## src/rtl/word_serializer_pkg.sv

```systemverilog
// -----------------------------------------------------------------------------
// word_serializer_pkg
// Shared definitions for word_serializer: FSM state encoding, default word
// width and the even-parity helper used when the parity beat is enabled
// (macro WORD_SERIALIZER_PARITY_EN).
// -----------------------------------------------------------------------------
package word_serializer_pkg;

  // FSM state encoding. The localparam form keeps the encoding compatible with
  // older tools and with the legacy block this one replaces.
  localparam logic [1:0] ST_IDLE   = 2'd0;
  localparam logic [1:0] ST_SHIFT  = 2'd1;
  localparam logic [1:0] ST_PARITY = 2'd2;

  // Default word width, which matches the pipo_shift output word.
  localparam int DEFAULT_WIDTH = 16;

  // Widest legal word; the parity helper takes words zero-extended to this.
  localparam int MAX_WIDTH = 64;

  // Even parity: the XOR of every bit of the word. Zero-extension leaves the
  // result unchanged.
  function automatic logic even_parity(input logic [MAX_WIDTH-1:0] word);
    return ^word;
  endfunction

endpackage

```

## src/rtl/word_serializer.sv

```systemverilog
// -----------------------------------------------------------------------------
// word_serializer
// Takes a WIDTH-bit parallel word over a valid/ready handshake and sends it
// one bit per beat on a serial valid/ready stream. The bit order is set by
// LSB_FIRST. ser_last marks the final beat of each frame. A new word can be
// accepted on the final beat of the current one, so frames follow each other
// with no gap. When ser_ready is low, all state and all outputs hold.
//
// Optional feature (macro WORD_SERIALIZER_PARITY_EN): each frame gets one
// extra beat carrying the even parity of the accepted word. ser_last then
// moves to that parity beat.
//
// Ports:
//   clk        in   rising-edge clock
//   reset      in   synchronous active-low reset
//   in_data    in   parallel word (WIDTH bits), sampled only on acceptance
//   in_valid   in   in_data is valid
//   in_ready   out  block accepts a word this cycle (combinational)
//   ser_out    out  current serial bit
//   ser_valid  out  ser_out is valid
//   ser_last   out  current beat is the final beat of the frame
//   ser_ready  in   downstream accepts the current beat
//   busy       out  a word is in flight (state != IDLE)
// -----------------------------------------------------------------------------
module word_serializer
  import word_serializer_pkg::*;
#(
  parameter int WIDTH     = DEFAULT_WIDTH,
  parameter bit LSB_FIRST = 1'b0
) (
  input  logic             clk,
  input  logic             reset,
  input  logic [WIDTH-1:0] in_data,
  input  logic             in_valid,
  output logic             in_ready,
  output logic             ser_out,
  output logic             ser_valid,
  output logic             ser_last,
  input  logic             ser_ready,
  output logic             busy
);

  localparam int             CW       = $clog2(WIDTH);
  localparam logic [CW-1:0]  CNT_LAST = CW'(WIDTH - 1);
  localparam logic [CW-1:0]  CNT_ONE  = CW'(1);
  localparam logic [CW-1:0]  CNT_ZERO = {CW{1'b0}};

  logic [1:0]       state_q, state_d;
  logic [WIDTH-1:0] shreg_q, shreg_d;
  logic [CW-1:0]    cnt_q, cnt_d;
`ifdef WORD_SERIALIZER_PARITY_EN
  logic             par_q, par_d;
`endif

  logic [WIDTH-1:0] shreg_shifted_s;
  logic             out_bit_s;
  logic             at_last_data_s;
  logic             load_s;

  // The output end of the shift register depends on bit order. A shift moves
  // the next bit into that end and fills the far end with zero.
  assign out_bit_s       = LSB_FIRST ? shreg_q[0] : shreg_q[WIDTH-1];
  assign shreg_shifted_s = LSB_FIRST ? {1'b0, shreg_q[WIDTH-1:1]}
                                     : {shreg_q[WIDTH-2:0], 1'b0};

  assign at_last_data_s = (state_q == ST_SHIFT) && (cnt_q == CNT_LAST);
  assign load_s         = in_valid && in_ready;

  // Upstream ready: always ready when idle. Otherwise ready only on the final
  // beat of the frame, and only if that beat transfers, which allows gapless
  // back-to-back frames. Held low while reset is asserted.
  always_comb begin
    in_ready = 1'b0;
    if (!reset) begin
      in_ready = 1'b0;
    end else begin
      case (state_q)
        ST_IDLE:   in_ready = 1'b1;
`ifdef WORD_SERIALIZER_PARITY_EN
        ST_SHIFT:  in_ready = 1'b0;
        ST_PARITY: in_ready = ser_ready;
`else
        ST_SHIFT:  in_ready = (cnt_q == CNT_LAST) ? ser_ready : 1'b0;
`endif
        default:   in_ready = 1'b0;
      endcase
    end
  end

  // Serial-side outputs. These are decoded only from registered state, so
  // they cannot change while a beat is stalled.
  always_comb begin
    ser_valid = 1'b0;
    ser_out   = 1'b0;
    ser_last  = 1'b0;
    case (state_q)
      ST_SHIFT: begin
        ser_valid = 1'b1;
        ser_out   = out_bit_s;
`ifdef WORD_SERIALIZER_PARITY_EN
        ser_last  = 1'b0;
`else
        ser_last  = at_last_data_s;
`endif
      end
`ifdef WORD_SERIALIZER_PARITY_EN
      ST_PARITY: begin
        ser_valid = 1'b1;
        ser_out   = par_q;
        ser_last  = 1'b1;
      end
`endif
      default: begin
        ser_valid = 1'b0;
        ser_out   = 1'b0;
        ser_last  = 1'b0;
      end
    endcase
  end

  assign busy = (state_q != ST_IDLE);

  // Next-state logic for the FSM, the shift register and the beat counter.
  always_comb begin
    state_d = state_q;
    shreg_d = shreg_q;
    cnt_d   = cnt_q;
`ifdef WORD_SERIALIZER_PARITY_EN
    par_d   = par_q;
`endif
    case (state_q)
      ST_IDLE: begin
        if (load_s) begin
          state_d = ST_SHIFT;
          shreg_d = in_data;
          cnt_d   = CNT_ZERO;
`ifdef WORD_SERIALIZER_PARITY_EN
          par_d   = even_parity(MAX_WIDTH'(in_data));
`endif
        end else begin
          state_d = ST_IDLE;
        end
      end
      ST_SHIFT: begin
        if (ser_ready) begin
          shreg_d = shreg_shifted_s;
          cnt_d   = cnt_q + CNT_ONE;
          if (at_last_data_s) begin
`ifdef WORD_SERIALIZER_PARITY_EN
            // The parity beat follows. Hold cnt so it still reads WIDTH-1.
            state_d = ST_PARITY;
            cnt_d   = cnt_q;
`else
            if (load_s) begin
              shreg_d = in_data;
              cnt_d   = CNT_ZERO;
            end else begin
              state_d = ST_IDLE;
              cnt_d   = CNT_ZERO;
            end
`endif
          end else begin
            state_d = ST_SHIFT;
          end
        end else begin
          state_d = ST_SHIFT;
        end
      end
`ifdef WORD_SERIALIZER_PARITY_EN
      ST_PARITY: begin
        if (ser_ready) begin
          if (load_s) begin
            state_d = ST_SHIFT;
            shreg_d = in_data;
            cnt_d   = CNT_ZERO;
            par_d   = even_parity(MAX_WIDTH'(in_data));
          end else begin
            state_d = ST_IDLE;
            cnt_d   = CNT_ZERO;
          end
        end else begin
          state_d = ST_PARITY;
        end
      end
`endif
      default: begin
        state_d = ST_IDLE;
        shreg_d = {WIDTH{1'b0}};
        cnt_d   = CNT_ZERO;
      end
    endcase
  end

  // State registers. Reset is synchronous and drops any word in flight.
  always_ff @(posedge clk) begin
    if (!reset) begin
      state_q <= ST_IDLE;
      shreg_q <= {WIDTH{1'b0}};
      cnt_q   <= CNT_ZERO;
`ifdef WORD_SERIALIZER_PARITY_EN
      par_q   <= 1'b0;
`endif
    end else begin
      state_q <= state_d;
      shreg_q <= shreg_d;
      cnt_q   <= cnt_d;
`ifdef WORD_SERIALIZER_PARITY_EN
      par_q   <= par_d;
`endif
    end
  end

endmodule

```

## config.mk

```make
export PLATFORM = sky130hd
export DESIGN_NAME = word_serializer
export DESIGN_NICKNAME = d
export VERILOG_FILES = /design/src/rtl/word_serializer_pkg.sv /design/src/rtl/word_serializer.sv
export SDC_FILE = /design/constraint.sdc
export NUM_CORES = 1
export LEC_CHECK = 0
export ABC_AREA = 1
export BUFFER_PORTS_ARGS = -buffer_cell sky130_fd_sc_hd__buf_2
export CAP_MARGIN = 20
export CORE_ASPECT_RATIO = 0.9
export CORE_UTILIZATION = 30
export DETAILED_ROUTE_END_ITERATION = 8
export GPL_TIMING_DRIVEN = 0
export PLACE_DENSITY = 0.48
export SYNTH_ARGS = -nofsm -noshare
export SYNTH_HDL_FRONTEND = slang
export SYNTH_SLANG_ARGS = --single-unit
export TNS_END_PERCENT = 50
```

## constraint.sdc

```tcl
create_clock -name clk -period 1.97 [get_ports clk]
set_clock_uncertainty 0.15 [all_clocks]
set_input_delay 0.394 -clock clk [delete_from_list [all_inputs] [get_ports clk]]
set_output_delay 0.394 -clock clk [all_outputs]
set_load 0.1 [all_outputs]
```

==> reports/qor.yml, run 1 <==
run_status:
  outcome: "finished, final reports clean"
hold_path:
  hp-start: "in_data[0]"
  min_path_cells: 3
  min_to: "shreg_q[0]"
  hp-class: "in2reg"
place:
  placed_cell_area_mm2: 0.001383
  dpl.hpwl_um: 1938
  io_buffer_count: 24
  gp_congestion: 0.7044
layout:
  diodes: 0
  fin_util_pct: 39.94
  nets: 225
  fin_area_mm2: 0.001490
  fill_cells: 421
  drive_gt1_share_pct: 30.05
  area_growth_pct: 26.30
sta:
  report.final.slew_viol_count: 0
  tightest_slew_ns: 0.4822
  slew_headroom_pct: 68.08
  post-route-period-util_pct: 97.63
  max_freq_mhz: 520.0
  hold_viol_final: 0
  setup_viol: 0
  fin_crit_ns: 1.923
  rsz0062_at_grt: "yes"
route:
  dr.pass1.iters: 4
  ant_nets: 0
  first_iter_violations: 91
  routed_wl_um: 2714
  drc: 0
  wire_per_inst_um: 10.90
  vias: 1124
  viasPerCell: 4.514
setup_path:
  cpLargestDelayFamily: "simple AND/OR/NAND/NOR gates"
  path_cells: "ha_4 -> nand3_4 -> nand2_4 -> nand2_2 -> nor2_4 -> buf_12"
  arrival_ns: 1.38
  rrSetupSlack_ns: 0.22
  start_kind: "flip-flop"
  slowest_stage: "dfxtp_4"
  required_ns: 1.43
  end_kind: "primary output"
  critPathMaxStageDelay_ns: 0.38
  worstSetupPathType: "reg2out"
  crit_buf_inv: 1
  regToRegEndpoint: "shreg_q[12]"
  path_max_fanout: 4
  rr_worst_depth: 10
  r2r_start: "cnt_q[0]"
grt:
  antenna_found_initial: 0
  grt.total_usage_pct: 15.05
  grt_pass1_wl_um: 4574
  gr-total-overflow: 0
  grt_max_degree: 20
  grt_pass1_vias: 973
yosys:
  syn-num-nets: 196
  yosysUniqueCellTypes: 22
  synth_seq_area_share_pct: 35.63
  synth_seq_cells: 21
  syn_avg_cell_area_um2: 6.742
  synthTopCellsByCount: "nand3_1 (35), inv_1 (34), nand2_1 (29)"
  synth_largest_area_cell: "dfxtp_1"
  synth_area_leaders: "dfxtp_1 (36%), nand3_1 (15%), inv_1 (11%)"
  yosysWarnings: 0
  synth_most_common_cell: "nand3_1"
  netlist_instances: 175
  synth_async_sr_flop_share_pct: 0
  synth-main-ff-cell: "dfxtp_1"
  synth_edf_count: 0
  synth_top_area_share_pct: 35.63
  syn-cell-area_mm2: 0.001180
floorplan:
  initial_core_util_pct: 31.62
  placementRows: 21
  die_height_um: 61.50
  dieArea_mm2: 0.004188
  die_w_um: 68.11
  ios: 25
  core_region_area_mm2: 0.003731
clock_tree:
  cts_root_buffer: "clkbuf_8"
  numCtsBuffers: 3
  cts.clk_slew.worst_paths_ns: 0.07
  cts_max_level: 1
  clk_latency_ns: 0.26
  cts_hold_buf: 0
  tritoncts: "built"
  clock_path_buffers: 2
  cts_sinks: 21
power:
  ir_worst_vdd_v: 0.0002415
  power_density_mw_per_mm2: 689.1
  power.leakage_nw: 0.8087
job:
  cap_violations: 0
==> cell families (layout without fill, tap and decap cells) <==
kind of cell    count (synthesis)  in the layout  synth area share, %
flops                          21             21                35.63
compound gates                 22             22                9.756
buf+inv                        46             74                17.07
xor+xnor                        1              1               0.7424
simple gates                   84             84                35.74
fa+ha+maj                       1              1                1.060
==> metrics by stage <==
stage	instances	hold slack, ns	total power, W	setup slack (ns)	TNS, ns
after floorplan	175	0.2937	0.0006740	0.02744	0
after global placement	245	0.3086	0.0007353	-0.01755	-0.02754
after detailed placement	245	0.3111	0.0007397	-0.02823	-0.04708
after CTS	248	0.2463	0.001038	-0.06252	-0.06252
after global routing	249	0.2677	0.001104	-0.01114	-0.01114
final	249	0.2525	0.001027	0.04679	0
==> area by class of cell <==
class	count	area, um^2	share of cell area [%]
clock buffers	4	45.04	3.023
well taps	46	57.56	3.862
inverters	36	138.9	9.320
plain buffers	9	67.56	4.534
multi-input cells	108	600.6	40.30
flip-flops and latches	21	429.2	28.80
repair buffers	25	151.4	10.16
==> flip-flops by register name (all words and copies together) (netlist names) <==
register,flops
shreg_q,16
state_q,1
cnt_q,4
==> metal layers <==
metal | track usage (%) | vias up | wire [um]
met5 | 0 | - | 0
met4 | 4.464 | 0 | 33
met3 | 4.444 | 4 | 174
met2 | 23.11 | 31 | 1185
met1 | 20.29 | 488 | 1321
li1 | - | 601 | -
==> what timing repair did <==
action                                  CTS  global route
pin swaps                                 0             2
gates resized for setup                  10             6
endpoints found under the setup margin    3             2
setup buffers                             0             1
==> worst max-delay path by stage <==
stage / from / to / slack, ns / cells after the start
3_3_place_gp: cnt_q[0] / in_ready / -0.02 / 6
3_5_place_dp: cnt_q[0] / in_ready / -0.03 / 6
2_1_floorplan: state_q[0] / ser_out / 0.03 / 4
5_1_grt: cnt_q[0] / in_ready / -0.01 / 6
4_1_cts: cnt_q[0] / in_ready / -0.06 / 6
6_report: cnt_q[0] / in_ready / 0.05 / 6
==> power by group <==
| group | internal (W) | switching [W] | total (W) |
|---|---|---|---|
| registers | 0.000459 | 0.0000209 | 0.000480 |
| clock network | 0.000144 | 0.000141 | 0.000285 |
| logic | 0.0000952 | 0.000167 | 0.000262 |
==> placed cells by master (no fill, tap or decap) <==
master,count
nand3_1,35
inv_1,33
nand2_1,28
buf_2,24
dfxtp_1,18
o21ai_0,15
nand2_2,12
a21oi_1,4
buf_4,3
clkbuf_8,3
inv_2,2
nor2_4,2
clkbuf_2,2
nand2_4,2
buf_6,2
buf_12,2
clkbuf_1,2
nor2_1,2
o21ai_1,2
dfxtp_4,2
nand3_4,1
clkinvlp_4,1
nand4_4,1
xor2_1,1
nor3_1,1
o211a_1,1
ha_4,1
dfxtp_2,1
==> worst min-delay path, delay by kind of cell <==
| family | cells | cell delay, ns |
|---|---|---|
| simple gates | 1 | 0.07 |
| compound gates | 1 | 0.06 |
| buf+inv | 1 | 0.10 |
No activity file was read; power rests on OpenSTA's default activity.
==> run 2, diff against run 1 <==
--- a/config.mk
+++ b/config.mk
@@ -8,11 +8,12 @@
 export ABC_AREA = 1
 export BUFFER_PORTS_ARGS = -buffer_cell sky130_fd_sc_hd__buf_2
 export CAP_MARGIN = 20
-export CORE_ASPECT_RATIO = 0.9
+export CELL_PAD_IN_SITES_DETAIL_PLACEMENT = 1
+export CELL_PAD_IN_SITES_GLOBAL_PLACEMENT = 1
 export CORE_UTILIZATION = 30
 export DETAILED_ROUTE_END_ITERATION = 8
 export GPL_TIMING_DRIVEN = 0
-export PLACE_DENSITY = 0.48
+export PLACE_DENSITY_LB_ADDON = 0.1
 export SYNTH_ARGS = -nofsm -noshare
 export SYNTH_HDL_FRONTEND = slang
 export SYNTH_SLANG_ARGS = --single-unit
==> run 2 against run 1 <==
Net effect: combinational power increased by 3%; wire length increased by 14%; setup slack about the same; die area about the same; critical path type unchanged; critical endpoint unchanged; largest cell class unchanged.
==> reports/qor.yml, run 2 (same netlist as run 1, synthesis figures left out) <==
run_status:
  outcome: "finished, final reports clean"
route:
  first_iter_violations: 34
  routed_wl_um: 3107
  vias: 1179
  ant_nets: 0
  dr.pass1.iters: 4
  viasPerCell: 4.679
  wire_per_inst_um: 12.33
  drc: 0
layout:
  fill_cells: 498
  area_growth_pct: 27.78
  final_common_cell: "nand3_1"
  reg_top3: "shreg_q x16, cnt_q x4, state_q x1"
  diodes: 0
  regMostFlops: "shreg_q"
  fin_cells: 252
  fin_util_pct: 40.57
  nets: 226
  layout_common_cells: "nand3_1 (35), inv_1 (33), nand2_1 (28)"
  drive_gt1_share_pct: 30.39
  largest_reg_flops: 16
floorplan:
  core_region_area_mm2: 0.003716
  placementRows: 22
  initial_core_util_pct: 31.75
  die_w_um: 64.72
  ios: 25
  die_height_um: 64.72
  dieArea_mm2: 0.004188
power:
  ir_worst_vdd_v: 0.0002620
  power_density_mw_per_mm2: 692.5
  power.leakage_nw: 0.8157
  finalPower_w: 0.001044
sta:
  finalSetupTns_ns: 0
  post-route-period-util_pct: 97.63
  setup_viol: 0
  fin_crit_ns: 1.923
  hold_viol_final: 0
  rsz0062_at_grt: "yes"
  slew_headroom_pct: 67.96
  tightest_slew_ns: 0.4839
  report.final.slew_viol_count: 0
  hold_ws_ns: 0.2619
  max_freq_mhz: 519.9
setup_path:
  start_kind: "flip-flop"
  path_max_fanout: 3
  end_kind: "primary output"
  required_ns: 1.43
  arrival_ns: 1.38
  worstSetupPathType: "reg2out"
  rrSetupSlack_ns: 0.20
place:
  dpl.hpwl_um: 2189
  dp.cells: 247
  io_buffer_count: 24
  gp_congestion: 0.7168
clock_tree:
  cts_hold_buf: 0
  clock_path_buffers: 2
  cts_max_level: 1
  clk_latency_ns: 0.26
  tritoncts: "built"
  cts_sinks: 21
  numCtsBuffers: 3
  cts_root_buffer: "clkbuf_8"
  cts.clk_slew.worst_paths_ns: 0.08
grt:
  gr-total-overflow: 0
  grtUsageMet2_pct: 27.47
  grt_busiest_layer: "met2"
  grt_pass1_vias: 1160
  grt_max_degree: 20
  grt.total_usage_pct: 15.81
  grt_pass1_wl_um: 5140
  antenna_found_initial: 0
  use_met3_pct: 2.817
  met1_usage_pct: 19.19
hold_path:
  hp-class: "in2reg"
job:
  cap_violations: 0
==> run 2: cell count changes in the layout (fill, tap and decap cells not counted), sizes merged <==
cell | previous run | this run
buf | 31 | 32
==> run 2: per-stage QoR <==
step | setup WS, ns | area [um^2]
3_3_place_gp | -0.03020 | 1385
5_1_grt | -0.02059 | 1508
4_1_cts | -0.08139 | 1454
6_report | 0.04662 | 1508
2_1_floorplan | 0.02744 | 1205
3_5_place_dp | -0.04002 | 1385
==> run 2: what timing repair did <==
action / in CTS / in global routing
pin swaps: 0 / 3
endpoints found under the setup margin: 3 / 2
buffers inserted: 0 / 2
gates resized for setup: 10 / 8
==> run 2: routing by layer <==
metal  vias to the layer above  share of wire, %
met5                         -                 0
met1                       551                48
met3                         4               3.8
li1                        603                 -
met4                         0               1.2
met2                        21                47
==> run 2: cell type report <==
class	instances	area (um^2)	area share, %
buffer	9	67.56	4.481
clock buffer	4	45.04	2.988
inverter	36	138.9	9.212
multi-input combinational	108	605.6	40.17
sequential	21	431.7	28.63
tap	48	60.06	3.983
timing repair buffer	26	158.9	10.54
==> run 2: worst max-delay path, stage by stage (launching register included) <==
cell and delay, ns:
dfxtp_4 0.37, ha_4 0.16, nand3_4 0.10, nand2_4 0.11, nand2_4 0.06, nor2_4 0.14
buf_12 0.18
==> run 2: final timing paths <==
path                                     to  cells after the start       start
worst max-delay path               in_ready                      6    cnt_q[1]
worst min-delay path             shreg_q[3]                      5  in_data[3]
worst max register to register  shreg_q[13]                     10    cnt_q[1]
worst min register to register   shreg_q[0]                      2  shreg_q[0]
==> run 2: where the power goes <==
| group | internal [W] | switching (W) | total (W) | leakage, nW |
|---|---|---|---|---|
| sequential | 0.000458 | 0.0000214 | 0.000479 | 0.175 |
| combinational | 0.0000977 | 0.000173 | 0.000270 | 0.618 |
| clock | 0.000144 | 0.000150 | 0.000295 | 0.0228 |
| total | 0.000700 | 0.000344 | 0.00104 | 0.816 |
